## config.mk

```make
export PLATFORM = sky130hd
export DESIGN_NAME = multicycle_ctrl_flat
export DESIGN_NICKNAME = d
export VERILOG_FILES = /design/src/rtl/multicycle_ctrl_if.sv /design/src/rtl/multicycle_ctrl.sv /design/src/flat_wrapper.sv
export SDC_FILE = /design/constraint.sdc
export NUM_CORES = 1
export LEC_CHECK = 0
export BUFFER_PORTS_ARGS = -buffer_cell sky130_fd_sc_hd__clkbuf_2
export CAP_MARGIN = 20
export CORE_ASPECT_RATIO = 1.5
export CORE_MARGIN = 2
export CORE_UTILIZATION = 51
export CTS_CLUSTER_SIZE = 10
export DETAILED_ROUTE_END_ITERATION = 7
export HOLD_SLACK_MARGIN = 0.05
export PLACE_DENSITY_LB_ADDON = 0.08
export SKIP_LAST_GASP = 1
export SYNTH_ARGS = -nofsm -noshare
export SYNTH_HDL_FRONTEND = slang
export SYNTH_SLANG_ARGS = --single-unit
export TNS_END_PERCENT = 50
```

## constraint.sdc

```tcl
create_clock -name clk -period 2.6 [get_ports clk]
set_input_delay 0.13 -clock clk [delete_from_list [all_inputs] [get_ports clk]]
set_output_delay 0.13 -clock clk [all_outputs]
set_load 0.01 [all_outputs]
```

## src/rtl/multicycle_ctrl_if.sv

```systemverilog
// Control bundle between the multi-cycle sequencer (master) and the RV32I datapath (slave).
interface multicycle_ctrl_if;
  logic [6:0] opcode;
  logic [2:0] funct3;
  logic       branch_taken;
  logic       mem_ack;
  logic       mem_req;
  logic       mem_we;
  logic       mem_addr_sel;
  logic [2:0] mem_size;
  logic       ir_we;
  logic       mdr_we;
  logic [1:0] alu_a_sel;
  logic       alu_b_sel;
  logic [1:0] alu_op;
  logic       rf_we;
  logic [1:0] wb_sel;
  logic       pc_we;
  logic [1:0] pc_src;

  modport master (
    input  opcode, funct3, branch_taken, mem_ack,
    output mem_req, mem_we, mem_addr_sel, mem_size, ir_we, mdr_we,
           alu_a_sel, alu_b_sel, alu_op, rf_we, wb_sel, pc_we, pc_src
  );
  modport slave (
    output opcode, funct3, branch_taken, mem_ack,
    input  mem_req, mem_we, mem_addr_sel, mem_size, ir_we, mdr_we,
           alu_a_sel, alu_b_sel, alu_op, rf_we, wb_sel, pc_we, pc_src
  );
endinterface

```

## src/rtl/multicycle_ctrl.sv

```systemverilog
// Multi-cycle RV32I control FSM: one shared memory port, one instruction at a time,
// Mealy strobes decoded from state + IR opcode, sticky halt/illegal, retire counter.
module multicycle_ctrl #(
  parameter int CNT_W = 32
) (
  input  logic             clk,
  input  logic             rst,
  multicycle_ctrl_if.master bus,
  output logic [2:0]       state,
  output logic             halted,
  output logic             illegal,
  output logic [CNT_W-1:0] instr_count
);
  localparam logic [2:0] S_FETCH = 3'd0, S_DECODE = 3'd1, S_EXEC = 3'd2,
                         S_MEM   = 3'd3, S_WB     = 3'd4, S_HALT = 3'd5;

  localparam logic [6:0] OP_R = 7'b0110011, OP_I = 7'b0010011, OP_LD = 7'b0000011,
                         OP_ST = 7'b0100011, OP_BR = 7'b1100011, OP_JAL = 7'b1101111,
                         OP_JALR = 7'b1100111, OP_LUI = 7'b0110111, OP_AUIPC = 7'b0010111,
                         OP_FENCE = 7'b0001111, OP_SYS = 7'b1110011;

  logic [2:0] nxt;
  logic       retire;
  logic       is_r, is_i, is_ld, is_st, is_br, is_jal, is_jalr, is_lui, is_auipc;
  logic       is_fence, is_sys, is_ill;
  logic [1:0] a_sel, op_sel;
  logic       b_sel;

  always_comb begin
    {is_r, is_i, is_ld, is_st, is_br, is_jal, is_jalr, is_lui, is_auipc} = '0;
    {is_fence, is_sys, is_ill} = '0;
    case (bus.opcode)
      OP_R:     is_r     = 1'b1;
      OP_I:     is_i     = 1'b1;
      OP_LD:    is_ld    = 1'b1;
      OP_ST:    is_st    = 1'b1;
      OP_BR:    is_br    = 1'b1;
      OP_JAL:   is_jal   = 1'b1;
      OP_JALR:  is_jalr  = 1'b1;
      OP_LUI:   is_lui   = 1'b1;
      OP_AUIPC: is_auipc = 1'b1;
      OP_FENCE: is_fence = 1'b1;
      OP_SYS:   is_sys   = 1'b1;
      default:  is_ill   = 1'b1;
    endcase
  end

  // Operand selection keyed off the same opcode the immediate generator uses.
  always_comb begin
    a_sel  = 2'd0;
    b_sel  = 1'b0;
    op_sel = 2'd0;
    if (is_r)                     op_sel = 2'd2;
    if (is_i)                     begin b_sel = 1'b1; op_sel = 2'd2; end
    if (is_ld || is_st || is_jalr) b_sel = 1'b1;
    if (is_lui)                   begin a_sel = 2'd2; b_sel = 1'b1; end
    if (is_auipc)                 begin a_sel = 2'd1; b_sel = 1'b1; end
    if (is_br)                    op_sel = 2'd1;
  end

  always_ff @(posedge clk or posedge rst) begin
    if (rst) begin
      state       <= S_FETCH;
      halted      <= 1'b0;
      illegal     <= 1'b0;
      instr_count <= '0;
    end else begin
      state <= nxt;
      if (nxt == S_HALT)                halted  <= 1'b1;
      if (state == S_DECODE && is_ill)  illegal <= 1'b1;
      if (retire)                       instr_count <= instr_count + CNT_W'(1);
    end
  end

  always_comb begin
    nxt = state;
    case (state)
      S_FETCH:  if (bus.mem_ack) nxt = S_DECODE;
      S_DECODE: if (is_ill || is_sys) nxt = S_HALT;
                else if (is_fence)    nxt = S_FETCH;
                else                  nxt = S_EXEC;
      S_EXEC:   if (is_br)               nxt = S_FETCH;
                else if (is_ld || is_st) nxt = S_MEM;
                else                     nxt = S_WB;
      S_MEM:    if (bus.mem_ack) nxt = is_st ? S_FETCH : S_WB;
      S_WB:     nxt = S_FETCH;
      S_HALT:   nxt = S_HALT;
      default:  nxt = S_FETCH;
    endcase
  end

  always_comb begin
    bus.mem_req      = 1'b0;
    bus.mem_we       = 1'b0;
    bus.mem_addr_sel = 1'b0;
    bus.mem_size     = 3'd0;
    bus.ir_we        = 1'b0;
    bus.mdr_we       = 1'b0;
    bus.alu_a_sel    = 2'd0;
    bus.alu_b_sel    = 1'b0;
    bus.alu_op       = 2'd0;
    bus.rf_we        = 1'b0;
    bus.wb_sel       = 2'd0;
    bus.pc_we        = 1'b0;
    bus.pc_src       = 2'd0;
    retire           = 1'b0;
    // ALU controls stay at their EXEC values through MEM and WB.
    if (state == S_EXEC || state == S_MEM || state == S_WB) begin
      bus.alu_a_sel = a_sel;
      bus.alu_b_sel = b_sel;
      bus.alu_op    = op_sel;
    end
    case (state)
      S_FETCH: begin
        bus.mem_req = 1'b1;
        bus.ir_we   = bus.mem_ack;
      end
      S_DECODE: if (is_fence) begin
        bus.pc_we = 1'b1;
        retire    = 1'b1;
      end
      S_EXEC: if (is_br) begin
        bus.pc_we  = 1'b1;
        bus.pc_src = bus.branch_taken ? 2'd1 : 2'd0;
        retire     = 1'b1;
      end
      S_MEM: begin
        bus.mem_req      = 1'b1;
        bus.mem_addr_sel = 1'b1;
        bus.mem_we       = is_st;
        bus.mem_size     = bus.funct3;
        if (bus.mem_ack) begin
          if (is_st) begin
            bus.pc_we = 1'b1;
            retire    = 1'b1;
          end else begin
            bus.mdr_we = 1'b1;
          end
        end
      end
      S_WB: begin
        bus.rf_we  = 1'b1;
        bus.wb_sel = is_ld ? 2'd1 : ((is_jal || is_jalr) ? 2'd2 : 2'd0);
        bus.pc_we  = 1'b1;
        bus.pc_src = is_jal ? 2'd1 : (is_jalr ? 2'd2 : 2'd0);
        retire     = 1'b1;
      end
      default: ;
    endcase
  end
endmodule
```

## src/flat_wrapper.sv

```systemverilog
// flat-port wrapper written by rule: the top's interface ports become plain ports
module multicycle_ctrl_flat 
#(
  parameter int CNT_W = 32
)
  (clk, rst, state, halted, illegal, instr_count, bus_opcode, bus_funct3, bus_branch_taken, bus_mem_ack, bus_mem_req, bus_mem_we, bus_mem_addr_sel, bus_mem_size, bus_ir_we, bus_mdr_we, bus_alu_a_sel, bus_alu_b_sel, bus_alu_op, bus_rf_we, bus_wb_sel, bus_pc_we, bus_pc_src);
  multicycle_ctrl_if bus_i ();
  input  logic clk;
  input  logic rst;
  output logic [2:0] state;
  output logic halted;
  output logic illegal;
  output logic [CNT_W-1:0] instr_count;
  input wire logic [$bits(bus_i.opcode)-1:0] bus_opcode;
  input wire logic [$bits(bus_i.funct3)-1:0] bus_funct3;
  input wire logic [$bits(bus_i.branch_taken)-1:0] bus_branch_taken;
  input wire logic [$bits(bus_i.mem_ack)-1:0] bus_mem_ack;
  output wire logic [$bits(bus_i.mem_req)-1:0] bus_mem_req;
  output wire logic [$bits(bus_i.mem_we)-1:0] bus_mem_we;
  output wire logic [$bits(bus_i.mem_addr_sel)-1:0] bus_mem_addr_sel;
  output wire logic [$bits(bus_i.mem_size)-1:0] bus_mem_size;
  output wire logic [$bits(bus_i.ir_we)-1:0] bus_ir_we;
  output wire logic [$bits(bus_i.mdr_we)-1:0] bus_mdr_we;
  output wire logic [$bits(bus_i.alu_a_sel)-1:0] bus_alu_a_sel;
  output wire logic [$bits(bus_i.alu_b_sel)-1:0] bus_alu_b_sel;
  output wire logic [$bits(bus_i.alu_op)-1:0] bus_alu_op;
  output wire logic [$bits(bus_i.rf_we)-1:0] bus_rf_we;
  output wire logic [$bits(bus_i.wb_sel)-1:0] bus_wb_sel;
  output wire logic [$bits(bus_i.pc_we)-1:0] bus_pc_we;
  output wire logic [$bits(bus_i.pc_src)-1:0] bus_pc_src;
  assign bus_i.opcode = bus_opcode;
  assign bus_i.funct3 = bus_funct3;
  assign bus_i.branch_taken = bus_branch_taken;
  assign bus_i.mem_ack = bus_mem_ack;
  assign bus_mem_req = bus_i.mem_req;
  assign bus_mem_we = bus_i.mem_we;
  assign bus_mem_addr_sel = bus_i.mem_addr_sel;
  assign bus_mem_size = bus_i.mem_size;
  assign bus_ir_we = bus_i.ir_we;
  assign bus_mdr_we = bus_i.mdr_we;
  assign bus_alu_a_sel = bus_i.alu_a_sel;
  assign bus_alu_b_sel = bus_i.alu_b_sel;
  assign bus_alu_op = bus_i.alu_op;
  assign bus_rf_we = bus_i.rf_we;
  assign bus_wb_sel = bus_i.wb_sel;
  assign bus_pc_we = bus_i.pc_we;
  assign bus_pc_src = bus_i.pc_src;
  multicycle_ctrl #(.CNT_W(CNT_W)) u_core (.clk(clk), .rst(rst), .bus(bus_i), .state(state), .halted(halted), .illegal(illegal), .instr_count(instr_count));
endmodule
```

==> flow_summary.json, run 1 <==
{
  "ys_types": 47,
  "gr-total-overflow": 0,
  "hp-class": "in2reg",
  "final_common_cell": "clkbuf_2",
  "post-route-period-util": 0.905,
  "place_ws_ns": 0.385,
  "grt_pass1_wl_mm": 8.71,
  "drv_slew": 0,
  "finalHoldViolCount": 0,
  "numPortBuffers": 69,
  "grt_max_degree": 38,
  "place_hpwl_mm": 3.84,
  "r2r_end": "u_core.instr_count[27]",
  "clockBufferDepth": 2,
  "vdd_ir_drop_max_mv": 0.449,
  "syn_avg_cell_area_um2": 9.87,
  "tightest_slew_ns": 0.464,
  "synthesis.nets": 234,
  "holdPathStages": 4,
  "cts_tree": "built",
  "cts_buffers": 5,
  "crit_type": "reg2out",
  "power_density_nw_per_um2": 622,
  "worst_ep_arrival_time_ns": 2.22,
  "synth-edff-count": 0,
  "syn_area_um2": 2160,
  "drc_errors": 0,
  "reg2reg_from": "u_core.state[2]",
  "worstPathRequired_ns": 2.47,
  "htreeDepth": 2,
  "core-area_um2": 4140,
  "rows": 29,
  "drt_iter0_markers": 58,
  "drtAntennaViolNets": 0,
  "synth-main-ff-cell": "dfrtp_1",
  "drt-total-wl_mm": 5.10,
  "rsz0062_at_grt": "false",
  "status": "completed",
  "cts.clk_slew.worst_paths_ns": 0.07,
  "die-area_um2": 4790,
  "maxCapViolations": 0,
  "rr_worst_depth": 6,
  "drive_gt1_frac": 0.336,
  "stdcell_count": 338,
  "crit_path_end_kind": "primary output",
  "p_leak_uw": 0.00116,
  "grt_antenna_before_repair": 0,
  "first_pass_iters": 4,
  "place_inst": 329,
  "period_needed_ns": 2.35,
  "vias": 1917,
  "min_from": "bus_mem_ack",
  "io_pins": 70,
  "slew_headroom": 0.688,
  "nFillCells": 389,
  "path_max_fanout": 14,
  "die_w_um": 57.2,
  "final_cell_mix": "69 x clkbuf_2, 37 x dfrtp_1, 16 x nand2_1, 16 x xor2_1, 15 x xnor2_1",
  "post_cts_buffers": 0,
  "viasPerCell": 5.67,
  "setup_violations": 0,
  "critPathLaunchType": "register",
  "cts_resized": 0,
  "clk_latency_ns": 0.29,
  "die_y_um": 83.7,
  "wl_per_cell_um": 15.1,
  "regToRegSetupSlack_ns": 0.33,
  "maxClockFrequency_mhz": 425,
  "whs_endpoint": "u_core.state[0]",
  "ys.warnings.count": 0,
  "setup-tns-final_ns": 0,
  "worst_clock_skew_ns": 0.0105,
  "cts-root-buf": "clkbuf_8",
  "final_nets": 306,
  "setup_slack_ns": 0.248,
  "cts.hold.buffers_added": 1,
  "cts_sinks": 37,
  "ys_ff_latch": 37,
  "grt_pass1_vias": 1879,
  "async_flop_share": 1.00,
  "syn_to_final_growth_pct": 22.4,
  "gr-usage-all-layers": 0.226,
  "diodes": 0,
  "start_util": 0.523,
  "syn_inst": 219,
  "gp_congestion": 0.839,
  "ys_seq_area_frac": 0.428
}
## per-stage QoR
stage,area (µm²),hold WS [ns],power [µW],util
after global routing,2650,0.201,1750,0.640
final,2650,0.187,1650,0.640
after floorplan,2160,0.310,1100,-
after CTS,2650,0.183,1660,0.640
after global placement,2550,0.243,1260,0.617
after detailed placement,2550,0.246,1270,0.617
## Yosys cell counts, types with 2 or more instances
cell / count / area (µm²)
buf_1: 2 / 7.51
and3b_1: 2 / 17.5
nand2_1: 16 / 60.1
buf_2: 3 / 15.0
o22ai_1: 3 / 18.8
buf_6: 2 / 22.5
nand3_1: 10 / 50.1
nor2b_1: 3 / 18.8
nor4b_2: 6 / 90.1
nand4_1: 14 / 87.6
dfrtp_1: 37 / 926
o31ai_1: 2 / 15.0
xor2_1: 16 / 140
nor4_1: 6 / 37.5
a21oi_1: 3 / 15.0
nor3_1: 6 / 30.0
clkbuf_1: 5 / 18.8
nor3b_1: 4 / 30.0
nand2b_1: 9 / 56.3
xnor2_1: 15 / 131
nor2_1: 12 / 45.0
inv_1: 6 / 22.5
and3_1: 7 / 43.8
nor4_2: 4 / 50.1
or2_2: 4 / 25.0
## worst max-delay path, stage by stage, from the launching register on
cell and delay [ns]:
dfrtp_1 0.50, nand2b_1 0.20, o41a_1 0.41, o32a_1 0.28
inv_1 0.34, clkbuf_2 0.21
## how the worst max path moves through the flow
stage	start	end
2_1_floorplan	u_core.state[1]	u_core.instr_count[13]
3_3_place_gp	u_core.state[2]	u_core.instr_count[6]
3_5_place_dp	u_core.state[2]	u_core.instr_count[26]
4_1_cts	u_core.state[2]	bus_pc_we
5_1_grt	u_core.state[2]	bus_pc_we
6_report	u_core.state[2]	bus_pc_we
## kinds of logic after synthesis
group           after synthesis  synth area share
xor+xnor                     31             0.126
flops                        37             0.428
simple gates                109             0.319
fa+ha+maj                     2            0.0104
buf+inv                      18            0.0399
compound gates               22            0.0764
## flip-flops by register name, indices dropped and copies added, names as in the netlist
signal / count
u_core.instr_count: 32
u_core.state: 3
u_core.halted: 1
u_core.illegal: 1
## per-layer routing
layer	vias up	part of all wire	track usage
met5	-	0	0
met1	919	0.40	0.275
met2	59	0.54	0.390
met4	0	0.020	0.0951
met3	8	0.042	0.0341
li1	931	-	-
## power by group
group          internal, µW  total, µW  switching (µW)
logic                   211        520             308
registers               631        739             108
clock network           186        388             202
total                  1030       1650             618
## area by class of cell
type / count / area, µm² / area share
timing repair buffer: 77 / 408 / 0.154
clock inverter: 2 / 10.0 / 0.00378
inverter: 6 / 22.5 / 0.00851
clock buffer: 6 / 72.6 / 0.0274
multi-input combinational: 164 / 1150 / 0.435
sequential: 37 / 926 / 0.350
tap: 46 / 57.6 / 0.0217
Power figures use the tool's default switching activity.
==> inputs of run 2 (changes only) <==
- CORE_UTILIZATION: 51 -> 46
- RECOVER_POWER: not set -> 25
- clock period: 2.6 -> 2.1 ns (I/O delays scaled with it)
==> flow_summary.json, run 2 (synthesis results as in run 1) <==
{
  "status": "completed",
  "period_needed_ns": 2.02,
  "grt_pass1_vias": 1749,
  "hold_ws_ns": 0.167,
  "stdcell_count": 363,
  "die_y_um": 88.0,
  "place_ws_ns": 0.0868,
  "top_register": "u_core.instr_count",
  "core-area_um2": 4540,
  "worst_clock_skew_ns": 0.00569,
  "rsz0062_at_grt": "true",
  "largest_reg_flops": 32,
  "drc_errors": 0,
  "die-area_um2": 5280,
  "diodes": 0,
  "gp_congestion": 0.820,
  "cts_sinks": 37,
  "first_pass_iters": 4,
  "cts_tree": "built",
  "drtAntennaViolNets": 0,
  "setup_violations": 0,
  "io_pins": 70,
  "grt_max_degree": 38,
  "r2r_end": "u_core.instr_count[28]",
  "final_cell_mix": "70 x clkbuf_2, 37 x dfrtp_1, 16 x nand2_1, 16 x xor2_1, 15 x xnor2_1",
  "reg_top3": "u_core.instr_count x32, u_core.state x3",
  "placed_cell_area_um2": 2640,
  "maxCapViolations": 0,
  "drt-total-wl_mm": 5.08,
  "start_util": 0.476,
  "clk_latency_ns": 0.29,
  "vdd_ir_drop_max_mv": 0.506,
  "worstPathRequired_ns": 2.31,
  "hp-class": "in2reg",
  "cts_buffers": 5,
  "final_nets": 314,
  "crit_end": "u_core.instr_count[28]",
  "reg2reg_from": "u_core.state[2]",
  "place_inst": 355,
  "cts-root-buf": "clkbuf_8",
  "gr-usage-all-layers": 0.202,
  "worst_ep_arrival_time_ns": 2.24,
  "setup_slack_ns": 0.0754,
  "drive_gt1_frac": 0.358,
  "crit_path_end_kind": "register",
  "vias": 1941,
  "post-route-period-util": 0.964,
  "critPathLaunchType": "register",
  "grt.busiest_layer": "met2",
  "syn_to_final_growth_pct": 26.8,
  "stdcell_area_um2": 2740,
  "p_leak_uw": 0.00120,
  "crit_type": "reg2reg",
  "slew_headroom": 0.393,
  "use_met2": 0.364,
  "numPortBuffers": 69,
  "cts.clk_slew.worst_paths_ns": 0.07,
  "wl_per_cell_um": 14.0,
  "place_hpwl_mm": 3.85,
  "rr_worst_depth": 6,
  "grt_antenna_before_repair": 0,
  "power_density_nw_per_um2": 780,
  "regToRegSetupSlack_ns": 0.08,
  "grt_pass1_wl_mm": 8.14,
  "drt_iter0_markers": 65,
  "met3_usage": 0.0369,
  "path_max_fanout": 12,
  "rows": 30,
  "maxClockFrequency_mhz": 494,
  "critPathLaunch": "u_core.state[2]",
  "finalHoldViolCount": 0,
  "met1_usage": 0.229,
  "gr-total-overflow": 0,
  "die_w_um": 60.0,
  "drv_slew": 0,
  "final_common_cell": "clkbuf_2",
  "htreeDepth": 2,
  "viasPerCell": 5.35,
  "tightest_slew_ns": 0.911,
  "clockBufferDepth": 2
}
[run 2: worst min path at each step]
| stage | startpoint | to | depth (start not counted) |
|---|---|---|---|
| 6_report | bus_mem_ack | u_core.state[0] | 4 |
| 5_1_grt | bus_mem_ack | u_core.state[0] | 4 |
| 4_1_cts | bus_mem_ack | u_core.state[0] | 4 |
| 3_5_place_dp | rst | u_core.instr_count[11] | 3 |
| 3_3_place_gp | rst | u_core.halted | 3 |
| 2_1_floorplan | rst | u_core.halted | 1 |
[run 2: what timing repair did]
item / 4_1_cts / 5_1_grt
hold buffers: 1 / 0
setup buffers: 0 / 0
resized for setup: 0 / 2
setup endpoints to repair: 0 / 10
endpoints found under the hold margin: 37 / 0
[run 2: metrics by stage]
step	power, µW	TNS, ns	util
6_report	2140	0	0.604
5_1_grt	2270	-0.0997	0.604
4_1_cts	2150	0	0.602
3_5_place_dp	1650	0	0.580
3_3_place_gp	1650	0	0.580
2_1_floorplan	1360	0	-
[run 2: final cells by class]
cell class	instances	area (µm²)
multi-input cells	164	1160
fillers	425	1800
clock buffers	7	86.3
inverters	6	22.5
repair buffers	85	465
flip-flops and latches	37	926
well taps	64	80.1
[run 2: critical path: stages (launching register included)]
cell,delay (ns)
dfrtp_1,0.44
nor3b_1,0.30
a22oi_1,0.14
o32a_1,0.34
buf_4,0.21
nor4_2,0.35
xor2_1,0.16
[run 2: routing by layer]
metal | vias up | wire [µm]
met2 | 63 | 2750
li1 | 945 | -
met1 | 928 | 2000
met4 | 0 | 87
met5 | - | 0
met3 | 5 | 242
[run 2: power breakdown]
group	switching, µW	internal [µW]
logic	433	325
registers	104	782
clock network	234	260
total	772	1370
